<file path="src/rtl/rps_punch_capture.sv">
// Rock-paper-scissors front end: per-button synchronize/debounce, round sequencing
// (countdown, capture window, reveal), first-press capture and winner decision.

module rps_btn_debounce #(
    parameter int DEBOUNCE_CYCLES = 16
) (
    input  logic CLK,
    input  logic RST_N,
    input  logic btn,
    output logic press
);
    localparam int CW = $clog2(DEBOUNCE_CYCLES + 1);
    localparam logic [CW-1:0] CNT_LAST = CW'(DEBOUNCE_CYCLES - 1);

    logic [1:0]    sync;
    logic          level;
    logic [CW-1:0] stable_cnt;

    // press is a registered one-cycle pulse on the debounced 0->1 toggle
    always_ff @(posedge CLK or negedge RST_N) begin
        if (!RST_N) begin
            sync       <= 2'b00;
            level      <= 1'b0;
            stable_cnt <= '0;
            press      <= 1'b0;
        end else begin
            sync  <= {sync[0], btn};
            press <= 1'b0;
            if (sync[1] == level) begin
                stable_cnt <= '0;
            end else if (stable_cnt == CNT_LAST) begin
                level      <= ~level;
                stable_cnt <= '0;
                press      <= ~level;
            end else begin
                stable_cnt <= stable_cnt + 1'b1;
            end
        end
    end
endmodule

module rps_punch_capture #(
    parameter int TICK_DIV        = 25000,
    parameter int DEBOUNCE_CYCLES = 16,
    parameter int COUNT_TICKS     = 3,
    parameter int WINDOW_TICKS    = 8,
    parameter int REVEAL_TICKS    = 16
) (
    input  logic       CLK,
    input  logic       RST_N,
    input  logic       start,
    input  logic [2:0] btn_1,
    input  logic [2:0] btn_2,
    output logic [3:0] punch_1,
    output logic [3:0] punch_2,
    output logic [1:0] countdown,
    output logic       window_open,
    output logic [1:0] winner,
    output logic       round_done
);
    localparam int NUM_PLAYERS = 2;
    localparam int NUM_BTNS    = 3;
    localparam int TW = $clog2(TICK_DIV);
    localparam int WW = $clog2(WINDOW_TICKS + 1);
    localparam int RW = $clog2(REVEAL_TICKS + 1);

    localparam logic [1:0] S_IDLE   = 2'd0;
    localparam logic [1:0] S_COUNT  = 2'd1;
    localparam logic [1:0] S_OPEN   = 2'd2;
    localparam logic [1:0] S_REVEAL = 2'd3;

    logic [1:0] state;

    logic [NUM_PLAYERS-1:0][NUM_BTNS-1:0] btn_raw;
    logic [NUM_PLAYERS-1:0][NUM_BTNS-1:0] press;
    logic [NUM_PLAYERS-1:0][NUM_BTNS-1:0] cap;
    logic [NUM_PLAYERS-1:0][NUM_BTNS-1:0] cap_nxt;

    assign btn_raw[0] = btn_1;
    assign btn_raw[1] = btn_2;

    for (genvar p = 0; p < NUM_PLAYERS; p++) begin : g_player
        for (genvar b = 0; b < NUM_BTNS; b++) begin : g_btn
            rps_btn_debounce #(
                .DEBOUNCE_CYCLES(DEBOUNCE_CYCLES)
            ) u_db (
                .CLK  (CLK),
                .RST_N(RST_N),
                .btn  (btn_raw[p][b]),
                .press(press[p][b])
            );
        end
    end

    // Game tick; phase is realigned when a round starts
    logic [TW-1:0] tick_cnt;
    logic          tick;

    assign tick = (tick_cnt == TW'(TICK_DIV - 1));

    always_ff @(posedge CLK or negedge RST_N) begin
        if (!RST_N)                       tick_cnt <= '0;
        else if (state == S_IDLE && start) tick_cnt <= '0;
        else if (tick)                     tick_cnt <= '0;
        else                               tick_cnt <= tick_cnt + 1'b1;
    end

    // Only a single-button press event counts, and only the first one per round
    always_comb begin
        cap_nxt = cap;
        for (int p = 0; p < NUM_PLAYERS; p++) begin
            if (state == S_OPEN && cap[p] == '0 && $onehot(press[p]))
                cap_nxt[p] = press[p];
        end
    end

    // Codes: bit0 scissors, bit1 stone, bit2 paper. The code a beats is a rotated right by one.
    function automatic logic [1:0] decide(input logic [2:0] a, input logic [2:0] b);
        if (a == b)                                decide = 2'b00;
        else if (b == 3'b000 || b == {a[0], a[2:1]}) decide = 2'b01;
        else                                       decide = 2'b10;
    endfunction

    logic          both_held;
    logic [WW-1:0] win_cnt;
    logic [RW-1:0] rev_cnt;

    assign both_held = (cap[0] != '0) && (cap[1] != '0);

    always_ff @(posedge CLK or negedge RST_N) begin
        if (!RST_N) begin
            state       <= S_IDLE;
            countdown   <= 2'd0;
            window_open <= 1'b0;
            win_cnt     <= '0;
            rev_cnt     <= '0;
            cap         <= '0;
            punch_1     <= 4'd0;
            punch_2     <= 4'd0;
            winner      <= 2'b00;
            round_done  <= 1'b0;
        end else begin
            round_done <= 1'b0;
            cap        <= cap_nxt;
            case (state)
                S_IDLE: begin
                    if (start) begin
                        state     <= S_COUNT;
                        countdown <= 2'(COUNT_TICKS);
                    end
                end
                S_COUNT: begin
                    if (tick) begin
                        if (countdown == 2'd1) begin
                            state       <= S_OPEN;
                            countdown   <= 2'd0;
                            window_open <= 1'b1;
                            win_cnt     <= '0;
                        end else begin
                            countdown <= countdown - 1'b1;
                        end
                    end
                end
                S_OPEN: begin
                    if (tick) win_cnt <= win_cnt + 1'b1;
                    // cap_nxt so a press landing on the closing cycle still shows
                    if (both_held || (tick && win_cnt == WW'(WINDOW_TICKS - 1))) begin
                        state       <= S_REVEAL;
                        window_open <= 1'b0;
                        rev_cnt     <= '0;
                        round_done  <= 1'b1;
                        punch_1     <= {1'b0, cap_nxt[0]};
                        punch_2     <= {1'b0, cap_nxt[1]};
                        winner      <= decide(cap_nxt[0], cap_nxt[1]);
                    end
                end
                S_REVEAL: begin
                    if (tick) begin
                        if (rev_cnt == RW'(REVEAL_TICKS - 1)) begin
                            state   <= S_IDLE;
                            cap     <= '0;
                            punch_1 <= 4'd0;
                            punch_2 <= 4'd0;
                            winner  <= 2'b00;
                        end else begin
                            rev_cnt <= rev_cnt + 1'b1;
                        end
                    end
                end
                default: state <= S_IDLE;
            endcase
        end
    end
endmodule

</file>
<file path="config.mk">
export PLATFORM = sky130hd
export DESIGN_NAME = rps_punch_capture
export DESIGN_NICKNAME = d
export VERILOG_FILES = /design/src/rtl/rps_punch_capture.sv
export SDC_FILE = /design/constraint.sdc
export NUM_CORES = 1
export LEC_CHECK = 0
export BUFFER_PORTS_ARGS = -buffer_cell sky130_fd_sc_hd__buf_4
export CAP_MARGIN = 25
export CORE_UTILIZATION = 60
export CTS_CLUSTER_DIAMETER = 150
export DETAILED_ROUTE_END_ITERATION = 6
export HOLD_SLACK_MARGIN = 0.12
export PLACE_DENSITY = 0.81
export SLEW_MARGIN = 0
export SYNTH_ARGS = -nofsm -noshare
export SYNTH_HDL_FRONTEND = slang
export SYNTH_SLANG_ARGS = --single-unit
</file>
<file path="constraint.sdc">
create_clock -name CLK -period 3.6 [get_ports CLK]
set_input_delay 1.08 -clock CLK [delete_from_list [all_inputs] [get_ports CLK]]
set_output_delay 1.08 -clock CLK [all_outputs]
set_load 0.005 [all_outputs]
</file>
Word level (Yosys, flattened, before mapping)

Cells that the tools add are included.

Bits in registers: 100
Latch bits: 0
RAM bits: 0
ROM bits: 0
Output and inout bits: 14
Memories: 0

Add/sub/neg operators: 14
Multipliers: 0
Div/mod/pow operators: 0
$lt $le $gt $ge: 0
Equality and inequality tests: 31
Shift operators: 0
Mux-type cells: 66
Bitwise logic cells: 12
Reduce and logical (&&, ||, !) cells: 30

Operators with widths:

| kind                                                            | count |
|---|---|
| 5-bit two-way mux                                               | 15 |
| 5-bit by 1-bit adder with 5-bit output, second input constant   | 7 |
| 5-bit by 4-bit == test with 1-bit output, second input constant | 7 |
| 15-bit two-way mux                                              | 2 |
| 4-bit two-way mux                                               | 7 |
| 2-bit two-way mux                                               | 12 |
| 4-bit case mux with 2 select lines                              | 3 |
| 6-bit two-way mux                                               | 3 |
| 1-bit two-way mux                                               | 17 |
| 4-bit AND reduction                                             | 4 |
| 15-bit by 1-bit adder with 15-bit output, second input constant | 1 |
| 15-bit == test, second input constant                           | 1 |
| 2-bit inequality test, second input constant                    | 7 |
| 1-bit NOT                                                       | 12 |
| 2-bit AND reduction                                             | 6 |
| 5-bit case mux with 2 select lines                              | 1 |
| 3-bit zero test                                                 | 3 |
| 2-bit by 1-bit == test with 1-bit output, second input constant | 4 |
| 2-bit case mux with 2 select lines                              | 2 |
| 2-bit case mux with 4 select lines                              | 1 |
| 1-bit logical AND                                               | 7 |
| 1-bit == test                                                   | 6 |
| 3-bit == test                                                   | 2 |
| 3-bit two-way mux                                               | 2 |
| 14 further kinds                                                | 21 |

Logic depth before layout (Yosys ltp)

Gate-level depths: netlist (run 1).

Depth in word-level cells: 11
Depth in mapped cells: 8
Mapped depth without buffers: 8

Hierarchy

A second synthesis (run 1) with hierarchy kept.

Cell total of the unflattened synthesis: 398
Area, all modules: 4449.3 um^2

Modules (own cells, without submodules):

| module            | instances | cells each | area each (um^2) | sequential area each (um^2) |
|---|---|---|---|---|
| rps_punch_capture | 1         | 248        | 2437.3           | 1101.1 |
| rps_btn_debounce  | 6         | 25         | 335.3            | 225.2 |

Least setup slack after synthesis (run 1)

OpenSTA, ideal clock, no wires.

Kind: register to register
Start: register tick_cnt[4]
End: register rev_cnt[3]
Setup time: 0.077 ns
Data arrival time: 2.704 ns
Data required time: 3.523 ns
Slack: 0.819 ns
Stages on the path, launching flop included: 7
Period minus slack after synthesis: 2.781 ns
Path through: dfrtp_1 -> or4_4 -> or4_4 -> o32a_4 -> a211o_4 -> or3_1 -> a21oi_1

Word-level cells in the longest chain between the ends: 5
Elaborated cells between the ends (all ways): 6
Classes of those cells: 3 x eq/ne; 3 x reduce/logical

RTL lines:

| element                                                    | RTL line | text |
|---|---|---|
| start: declaration                                         | 96       | `logic [TW-1:0] tick_cnt;` |
| start signal: assignment                                   | 105      | `else tick_cnt <= tick_cnt + 1'b1;` |
| 15-bit == test (*)                                         | 99       | `assign tick = (tick_cnt == TW'(TICK_DIV - 1));` |
| 1-bit logical AND                                          | 167      | `if (both_held \|\| (tick && win_cnt == WW'(WINDOW_TICKS - 1))) begin` |
| 1-bit logical OR                                           | 167      |  |
| 2-bit by 1-bit inequality test with 1-bit output (no line) | --       |  |
| 4-bit AND reduction (no line) (*)                          | --       |  |
| end signal: assignment                                     | 186      | `rev_cnt <= rev_cnt + 1'b1;` |
| end: declaration                                           | 126      | `logic [RW-1:0] rev_cnt;` |

Mark *: on every way between the ends. The rest lies on a longest branch, timed or not.
A chain may end at the register's enable or synchronous reset.

Worst setup path after layout (run 1)

Start: register tick_cnt[4]
End: register punch_1[0]

Word-level cells in the longest chain between the ends: 5
Elaborated cells between the ends (all ways): 6
Classes of those cells: 3 x eq/ne; 3 x reduce/logical

RTL lines:

| element                                                    | RTL line | text |
|---|---|---|
| 15-bit == test (*)                                         | 99       |  |
| 1-bit logical AND                                          | 167      |  |
| 1-bit logical OR                                           | 167      |  |
| 2-bit by 1-bit inequality test with 1-bit output (no line) | --       |  |
| 4-bit AND reduction (no line) (*)                          | --       |  |
| end signal: assignment                                     | 172      | `punch_1 <= {1'b0, cap_nxt[0]};` |
| end: declaration                                           | 54       | `output logic [3:0] punch_1,` |

Marked as above.

==> run summary, run 1 <==
The run finished with clean final reports. The largest family of logic cells by synthesized area was simple AND/OR/NAND/NOR gates. During placement, the flow inserted port buffers numbering 20.

For the first-pass GRT wire length, the log shows 12.7 mm. After clock tree synthesis, the repair step resized 0 gates. In this run the worst hold path is classified as reg2reg. In this run, placement finished with an instance count of 513. The tools report the number of antenna repair diodes as 0.

The master cell of the clock root buffer is sky130_fd_sc_hd__clkbuf_8. The max capacitance violation total is 0. Area share of the leading cell type in the synthesized netlist: 0.557. The maximum single-stage delay on the critical path is 0.57 ns, and the via count of the first global-routing pass is 2,922.

The adder-cell share of the synthesized area was 0.0517; the relative slew slack was 0.549. Entering global routing, the biggest net connects 64 pins. Multiplexer share of the synthesized area: 0.0358.

Across the VDD grid, the largest voltage drop is 0.000336 V. The run gives 0 as the number of hold buffers added after CTS. After layout, the worst setup slack is 0.668 ns. The nature of the critical path startpoint was a register. The clock input transition at the sequential cells of the worst setup and hold paths was 0.09 ns.

The most numerous cell type found on the critical path is sky130_fd_sc_hd__or4_4. 23 I/O pins were placed. The die covers 0.00769 mm^2. The H-tree was split into 3 levels. For this design the ratio of total power to cell area is 484 mW/mm^2. The run gives 529 as the count of fill cells added during filler insertion. The floorplan step defined a core boundary enclosing 0.00694 mm^2. Setup violations remaining at the end of the flow were counted as 0. Excluding fillers, the count of instances in the completed layout stands at 528. Critical hold path startpoint: g_player[0].g_btn[0].u_db.sync[0]. Maximum clock frequency: 0.341 GHz. Counting I/O delays and the setup requirement, the final critical path takes 2.93 ns.

In this run the worst path has a maximum fanout of 6. Count of flip-flops with a built-in enable after synthesis: 0. After synthesis, the cell types taking the most area are sky130_fd_sc_hd__dfrtp_1 56%, sky130_fd_sc_hd__xor2_1 5.0%, sky130_fd_sc_hd__nor2_1 4.5%.

The signal on the critical path passes through or4_4, or4_4, o32a_4, a21oi_1, and2_1, mux2_2. In this run the static leakage power is 2.37 nW. The final worst-path cycle share works out to 0.814.

Once detail routing completed, the nets flagged for antenna violations numbered 0. For the worst setup path, the data required time is 3.84 ns. The number of unique standard cell types used by synthesis was 50; the number of buffers added by the clock tree synthesis step was 9. The first-iteration detailed-routing DRC count was 156.

The setup TNS came out at 0 ns. The tools report the buffers inserted during post-CTS setup optimization as 0. Kind of cell with the highest combined delay on the critical path: simple AND/OR/NAND/NOR gates. The register area share after synthesis was 0.557. The final-report hold violation count is 0, and the worst path buffer plus inverter count is 0. Global-route usage over all layers: 0.214. The flip-flop and latch count after synthesis works out to 98. STA classifies the critical path endpoint as a register. The overall die height was 87.7 um; the synthesized instance count was 400.

Leaving out fill and tap cells, the most frequent cells in the layout are 98 x sky130_fd_sc_hd__dfrtp_1, 53 x sky130_fd_sc_hd__nor2_1, 26 x sky130_fd_sc_hd__inv_1. For this run the aggregate overflow at the end of global routing stands at 0. The width of the chip works out to 87.7 um. The start-to-end type of the worst setup path was reg2reg. The number of max-slew violations in the final report was 0; the number of optimization iterations in the first detailed-route pass was 4. The tools report the remaining design rule violation count as 0.

The run gives 0.00440 mm^2 as the total standard cell area after synthesis. The run gives 0 as the number of antenna violations at the first check in global routing. Across all layers, the routed design uses 2,919 vias. TritonCTS built the clock tree. The run gives 3.17 ns as the critical path data arrival time.

The clock tree skew after final layout was 0.0148 ns. Row generation in the floorplan step produced 30 rows. For the pin with the worst max-slew slack, the measured transition is 0.673 ns. The maximum buffer depth of the clock tree was 2; the share of post-route cells with drive strength above 1 was 0.130. The wire length reported by the detailed router is 7.12 mm. The most frequent standard cell in the layout excluding fill and tap cells was sky130_fd_sc_hd__dfrtp_1.

The xor and xnor area share after synthesis came out at 0.0676. The average instance in the mapped netlist occupies 11.0 um^2. The slowest stage of the critical path belongs to the cell sky130_fd_sc_hd__or4_4.

The number of sinks driven by the clock tree came out at 98. The initial core utilization was 0.634. The tightest hold path in the finished design has a slack of 0.356 ns.

The simple-gate share of the synthesized area works out to 0.177. The Yosys step of the flow raised 0 warnings. Using the TritonRoute via totals, the vias-per-cell ratio works out to 5.53. The most critical setup path has its startpoint at tick_cnt[4].

The fraction of registers with async set or reset after synthesis works out to 1.00. Setup repair after global routing left no endpoint under its margin. The clock insertion delay at the later pin of the skew report is 0.35 ns. The biggest area contributor in the post-synthesis netlist is sky130_fd_sc_hd__dfrtp_1.

The synthesized-area fraction occupied by ao, oa, aoi and oai cells was 0.0798. The area growth from synthesis to final layout is 10.3%, and the detailed-route wire length per cell is 13.5 um. At the end of routability-driven placement, the weighted congestion stood at 0.831. The most used flip-flop cell after synthesis was sky130_fd_sc_hd__dfrtp_1.

The HPWL after detailed placement is 5.23 mm. The worst register-to-register path begins at tick_cnt[4]. The net count of the finished layout is 454. Prior to clock tree synthesis, the placed netlist has a worst setup slack of 0.684 ns.
## state kept, by name (all words and copies together) (netlist names), 2 cells and up
name                            count
win_cnt                             4
punch_1                             3
cap                                 6
g_player.g_btn.u_db.press           6
winner                              2
g_player.g_btn.u_db.sync           12
punch_2                             3
tick_cnt                           15
g_player.g_btn.u_db.level           6
rev_cnt                             5
state                               2
g_player.g_btn.u_db.stable_cnt     30
countdown                           2
## power breakdown
| part | internal (mW) | switching (mW) |
|---|---|---|
| Clock | 0.285 | 0.351 |
| Combinational | 0.196 | 0.267 |
| Sequential | 1.18 | 0.0738 |
| Total | 1.66 | 0.691 |
## metal layers
metal  vias up  wire (um)  track usage
li1       1423          -            -
met5         -          0            0
met3         5        190       0.0537
met1      1456       3240        0.265
met4         0         65       0.0611
met2        35       3620        0.374
## stage by stage
| step | utilization | power [mW] | cell area (um^2) |
|---|---|---|---|
| floorplan | - | 1.61 | 4410 |
| global placement | 0.674 | 1.71 | 4680 |
| detailed placement | 0.674 | 1.74 | 4680 |
| CTS | 0.699 | 2.38 | 4860 |
| global route | 0.699 | 2.49 | 4860 |
| finish | 0.699 | 2.35 | 4860 |
## Yosys cell counts, drive strengths merged, types with 2 or more instances
cell	n
ha	15
dfrtp	98
or3	5
inv	26
nor3	5
nor4b	6
xor2	25
clkbuf	4
nand2	20
nor4bb	3
buf	3
nand2b	4
o21ai	20
a22o	2
a21boi	2
fa	2
and3	11
a22oi	2
a21oi	8
mux2	14
nor2	53
and2	8
xnor2	9
nand3	22
nor4	2
o32a	2
a31oi	7
or4	3
nand4	2
a32o	2
## path summary, 6_finish.rpt
check | depth (start not counted) | to | slack (ns)
hold / removal | 0 | g_player[0].g_btn[0].u_db.sync[1] | 0.36
setup reg to reg | 6 | punch_1[0] | 0.67
max in group asynchronous | 2 | g_player[1].g_btn[2].u_db.stable_cnt[4] | 2.24
hold reg to reg | 0 | g_player[0].g_btn[0].u_db.sync[1] | 0.36
setup / recovery | 6 | punch_1[0] | 0.67
min in group asynchronous | 1 | round_done | 0.68
## cell type report
class	count	area [um^2]	share of cell area
Clock inverter	4	27.5	0.00567
Inverter	26	97.6	0.0201
Multi-Input combinational cell	270	1820	0.375
Clock buffer	11	151	0.0312
Tap cell	96	120	0.0247
Timing Repair Buffer	23	185	0.0381
Sequential cell	98	2450	0.505
## logic make-up after synthesis
| kind of cell | Yosys count |
|---|---|
| flip-flops | 98 |
| adder cells (fa/ha/maj) | 17 |
| AO/OA/AOI/OAI | 52 |
| multiplexers | 14 |
| AND/OR/NAND/NOR | 151 |
| XOR/XNOR | 34 |
| other | 1 |
| buffers and inverters | 33 |
No activity file was read; power rests on OpenSTA's default activity.
==> inputs of run 2 (changes only) <==
clock period = 2.8 ns   (was 3.6 ns; I/O delays follow)
==> run summary, run 2 (synthesis results as in run 1) <==
The number of max-slew violations in the final report came out at 0 (unchanged). The tools report the endpoint type of the worst setup path as a register (unchanged). First-iteration detailed-routing DRC count: 145 (was 156). Cell with the largest stage delay on the worst path: sky130_fd_sc_hd__or4_4 (unchanged). The share of post-route cells with drive strength above 1 is 0.169 (was 0.130).

The highest fanout seen on the critical path is 5 (was 6), and the remaining design rule violation count is 0 (unchanged). The remaining antenna violation count after routing was 0 (unchanged); the overall die height was 87.7 um (unchanged). The final worst-path cycle share was 0.967 (was 0.814); the maximum clock frequency was 0.369 GHz (was 0.341 GHz).

The logs give 0 (unchanged) for the number of antenna repair diodes and 51 (was 64) for the largest net degree at the start of global routing. The flow ran to the end, and the final reports show no timing, DRC or antenna violations. Max capacitance violation total: 0 (unchanged). Commonest cells after routing, fill and taps aside: 98 x sky130_fd_sc_hd__dfrtp_1, 53 x sky130_fd_sc_hd__nor2_1, 32 x sky130_fd_sc_hd__buf_4 (was 98 x sky130_fd_sc_hd__dfrtp_1, 53 x sky130_fd_sc_hd__nor2_1, 26 x sky130_fd_sc_hd__inv_1). The initial core utilization was 0.634 (unchanged); the setup TNS was 0 ns (unchanged).

The flip-flop count of the largest register, all copies and words added works out to 30 (unchanged). Number of standard-cell rows in the floorplan: 30 (unchanged). The power density normalized to cell area works out to 649 mW/mm^2 (was 484 mW/mm^2). The run gives 3 (unchanged) as the number of levels in the clock H-tree. Registers with the most flip-flops: g_player.g_btn.u_db.stable_cnt: 30 flops, tick_cnt: 15 flops, g_player.g_btn.u_db.sync: 12 flops (unchanged). The number of antenna violations at the first check in global routing is 0 (unchanged). The final-report hold violation count is 0 (unchanged). The detailed-route wire length per cell works out to 14.5 um (was 13.5 um). The width of the chip is 87.7 um (unchanged), and the number of optimization iterations in the first detailed-route pass is 4 (unchanged).

The first-pass GRT wire length was 13.2 mm (was 12.7 mm); the total number of vias was 3,002 (was 2,919). The via count of the first global-routing pass was 2,989 (was 2,922). The clock input transition at the sequential cells of the worst setup and hold paths came out at 0.09 ns (about the same).

The tools report the relative slew slack as 0.575 (was 0.549). The final critical delay including setup and external delays is 2.71 ns (was 2.93 ns). Start-to-end type of the worst setup path: reg2reg (unchanged).

The count of fill cells added during filler insertion is 476 (was 529), and the number of I/O port buffers is 20 (unchanged). Final setup violation count: 0 (unchanged). Die footprint: 0.00769 mm^2 (unchanged). The dominant cell type by count on the critical path is sky130_fd_sc_hd__or4_4 (unchanged). The logs give 5.41 mm (was 5.23 mm) for the placed wire-length estimate and 0.37 ns (was 0.35 ns) for the clock insertion delay at the later pin of the skew report.

The critical path data required time came out at 3.09 ns (was 3.84 ns). Register ranked first by flip-flop count: g_player.g_btn.u_db.stable_cnt (unchanged). The run gives 9 (unchanged) as the number of buffers added by the clock tree synthesis step. The wire length reported by the detailed router was 7.80 mm (was 7.12 mm); the post-detailed-route via-to-cell ratio was 5.57 (was 5.53). The leakage power of the design came out at 2.44 nW (was 2.37 nW). The maximum buffer depth of the clock tree came out at 2 (unchanged). The clock tree skew after final layout is 0.00927 ns (was 0.0148 ns), and the actual transition at the worst max-transition pin is 0.635 ns (was 0.673 ns).

Nature of the critical path startpoint: a register (unchanged). The number of sinks driven by the clock tree came out at 98 (unchanged). For the post-layout net count, the log shows 464 (was 454). The master cell of the clock root buffer is sky130_fd_sc_hd__clkbuf_8 (unchanged). The count of boundary I/O pins was 23 (unchanged); the buffers inserted during post-CTS setup optimization was 0 (unchanged). The logs give 0.805 (was 0.831) for the global placement routability congestion and 0.00694 mm^2 (unchanged) for the core outline area. The global route total overflow is 0 (unchanged), and the peak supply drop is 0.000302 V (was 0.000336 V). The tools report the pre-CTS setup slack as -0.0167 ns (was 0.684 ns). The critical path data arrival time was 3.00 ns (was 3.17 ns); the maximum single-stage delay on the critical path was 0.54 ns (was 0.57 ns). Worst path cell trace: or4_4, or4_4, o32a_4, a211o_4, or3_1, a21oi_2 (was or4_4, or4_4, o32a_4, a21oi_1, and2_1, mux2_2). Area growth from synthesis to final layout: 14.2% (was 10.3%).

Path class of the lowest-slack min-delay path: reg2reg (unchanged). The post-route worst setup slack was 0.0930 ns (was 0.668 ns). TritonCTS built the clock tree.

The most frequent standard cell in the layout excluding fill and tap cells is sky130_fd_sc_hd__dfrtp_1 (unchanged). The tools report the global-route usage over all layers as 0.226 (was 0.214).
run 2: cell count changes in the layout (fill, tap and decap cells not counted), moves of 2 or more:
cell / previous run / this run
sky130_fd_sc_hd__a31oi_2: 0 / 3
sky130_fd_sc_hd__clkinvlp_4: 0 / 2
sky130_fd_sc_hd__nor4bb_1: 3 / 1
sky130_fd_sc_hd__a31oi_1: 7 / 4
sky130_fd_sc_hd__o21ai_1: 3 / 5
sky130_fd_sc_hd__o21ai_0: 17 / 15
sky130_fd_sc_hd__buf_4: 22 / 32
sky130_fd_sc_hd__clkinv_4: 2 / 0
sky130_fd_sc_hd__bufinv_16: 0 / 2
run 2: layer usage:
| layer | global-route usage | vias up | routed length, um | part of all wire |
|---|---|---|---|---|
| met3 | 0.0434 | 17 | 259 | 0.033 |
| li1 | - | 1447 | - | - |
| met4 | 0.124 | 0 | 169 | 0.022 |
| met5 | 0 | - | 0 | 0 |
| met2 | 0.366 | 67 | 3950 | 0.51 |
| met1 | 0.290 | 1471 | 3420 | 0.44 |
run 2: power breakdown:
part / switching [mW] / internal (mW)
combinational: 0.360 / 0.282
sequential: 0.0968 / 1.51
clock: 0.484 / 0.529
total: 0.941 / 2.32
run 2: worst max-delay path, delay by kind of cell (launching register included):
| family | cells | cell delay [ns] |
|---|---|---|
| simple gates | 3 | 1.35 |
| compound gates | 3 | 0.90 |
| flops | 1 | 0.39 |
run 2: worst paths after layout:
path                                                   start                                end  slack [ns]  cells past startpoint
setup / recovery                                 tick_cnt[4]                         rev_cnt[3]        0.09                      6
hold / removal             g_player[1].g_btn[1].u_db.sync[0]  g_player[1].g_btn[1].u_db.sync[1]        0.35                      0
setup reg to reg                                 tick_cnt[4]                         rev_cnt[3]        0.09                      6
hold reg to reg            g_player[1].g_btn[1].u_db.sync[0]  g_player[1].g_btn[1].u_db.sync[1]        0.35                      0
max in group asynchronous                              RST_N  g_player[1].g_btn[0].u_db.sync[1]        1.63                      2
min in group asynchronous                              RST_N                        tick_cnt[2]        0.49                      1
run 2: metrics by stage:
step                cell area (um^2)  hold slack, ns  utilization  power [mW]  std cells
finish                          5030           0.354        0.724        3.27        539
detailed placement              4750           0.336        0.685        2.26        523
CTS                             4990           0.356        0.719        3.27        539
floorplan                       4410           0.331            -        2.07        401
global route                    5030           0.370        0.724        3.44        539
global placement                4750           0.332        0.685        2.22        523
run 2: area by class of cell:
class | count | area [um^2] | area share
inverters | 26 | 97.6 | 0.0194
clock inverters | 6 | 88.8 | 0.0177
flip-flops and latches | 98 | 2450 | 0.488
well taps | 96 | 120 | 0.0239
repair buffers | 33 | 260 | 0.0517
multi-input cells | 270 | 1870 | 0.372
clock buffers | 10 | 138 | 0.0274
run 2: repair_timing:
action | 4_1_cts | 5_1_grt
gates resized for setup | 4 | 7
pin swaps | 0 | 1
hold buffers | 0 | 0
setup endpoints to repair | 6 | 11
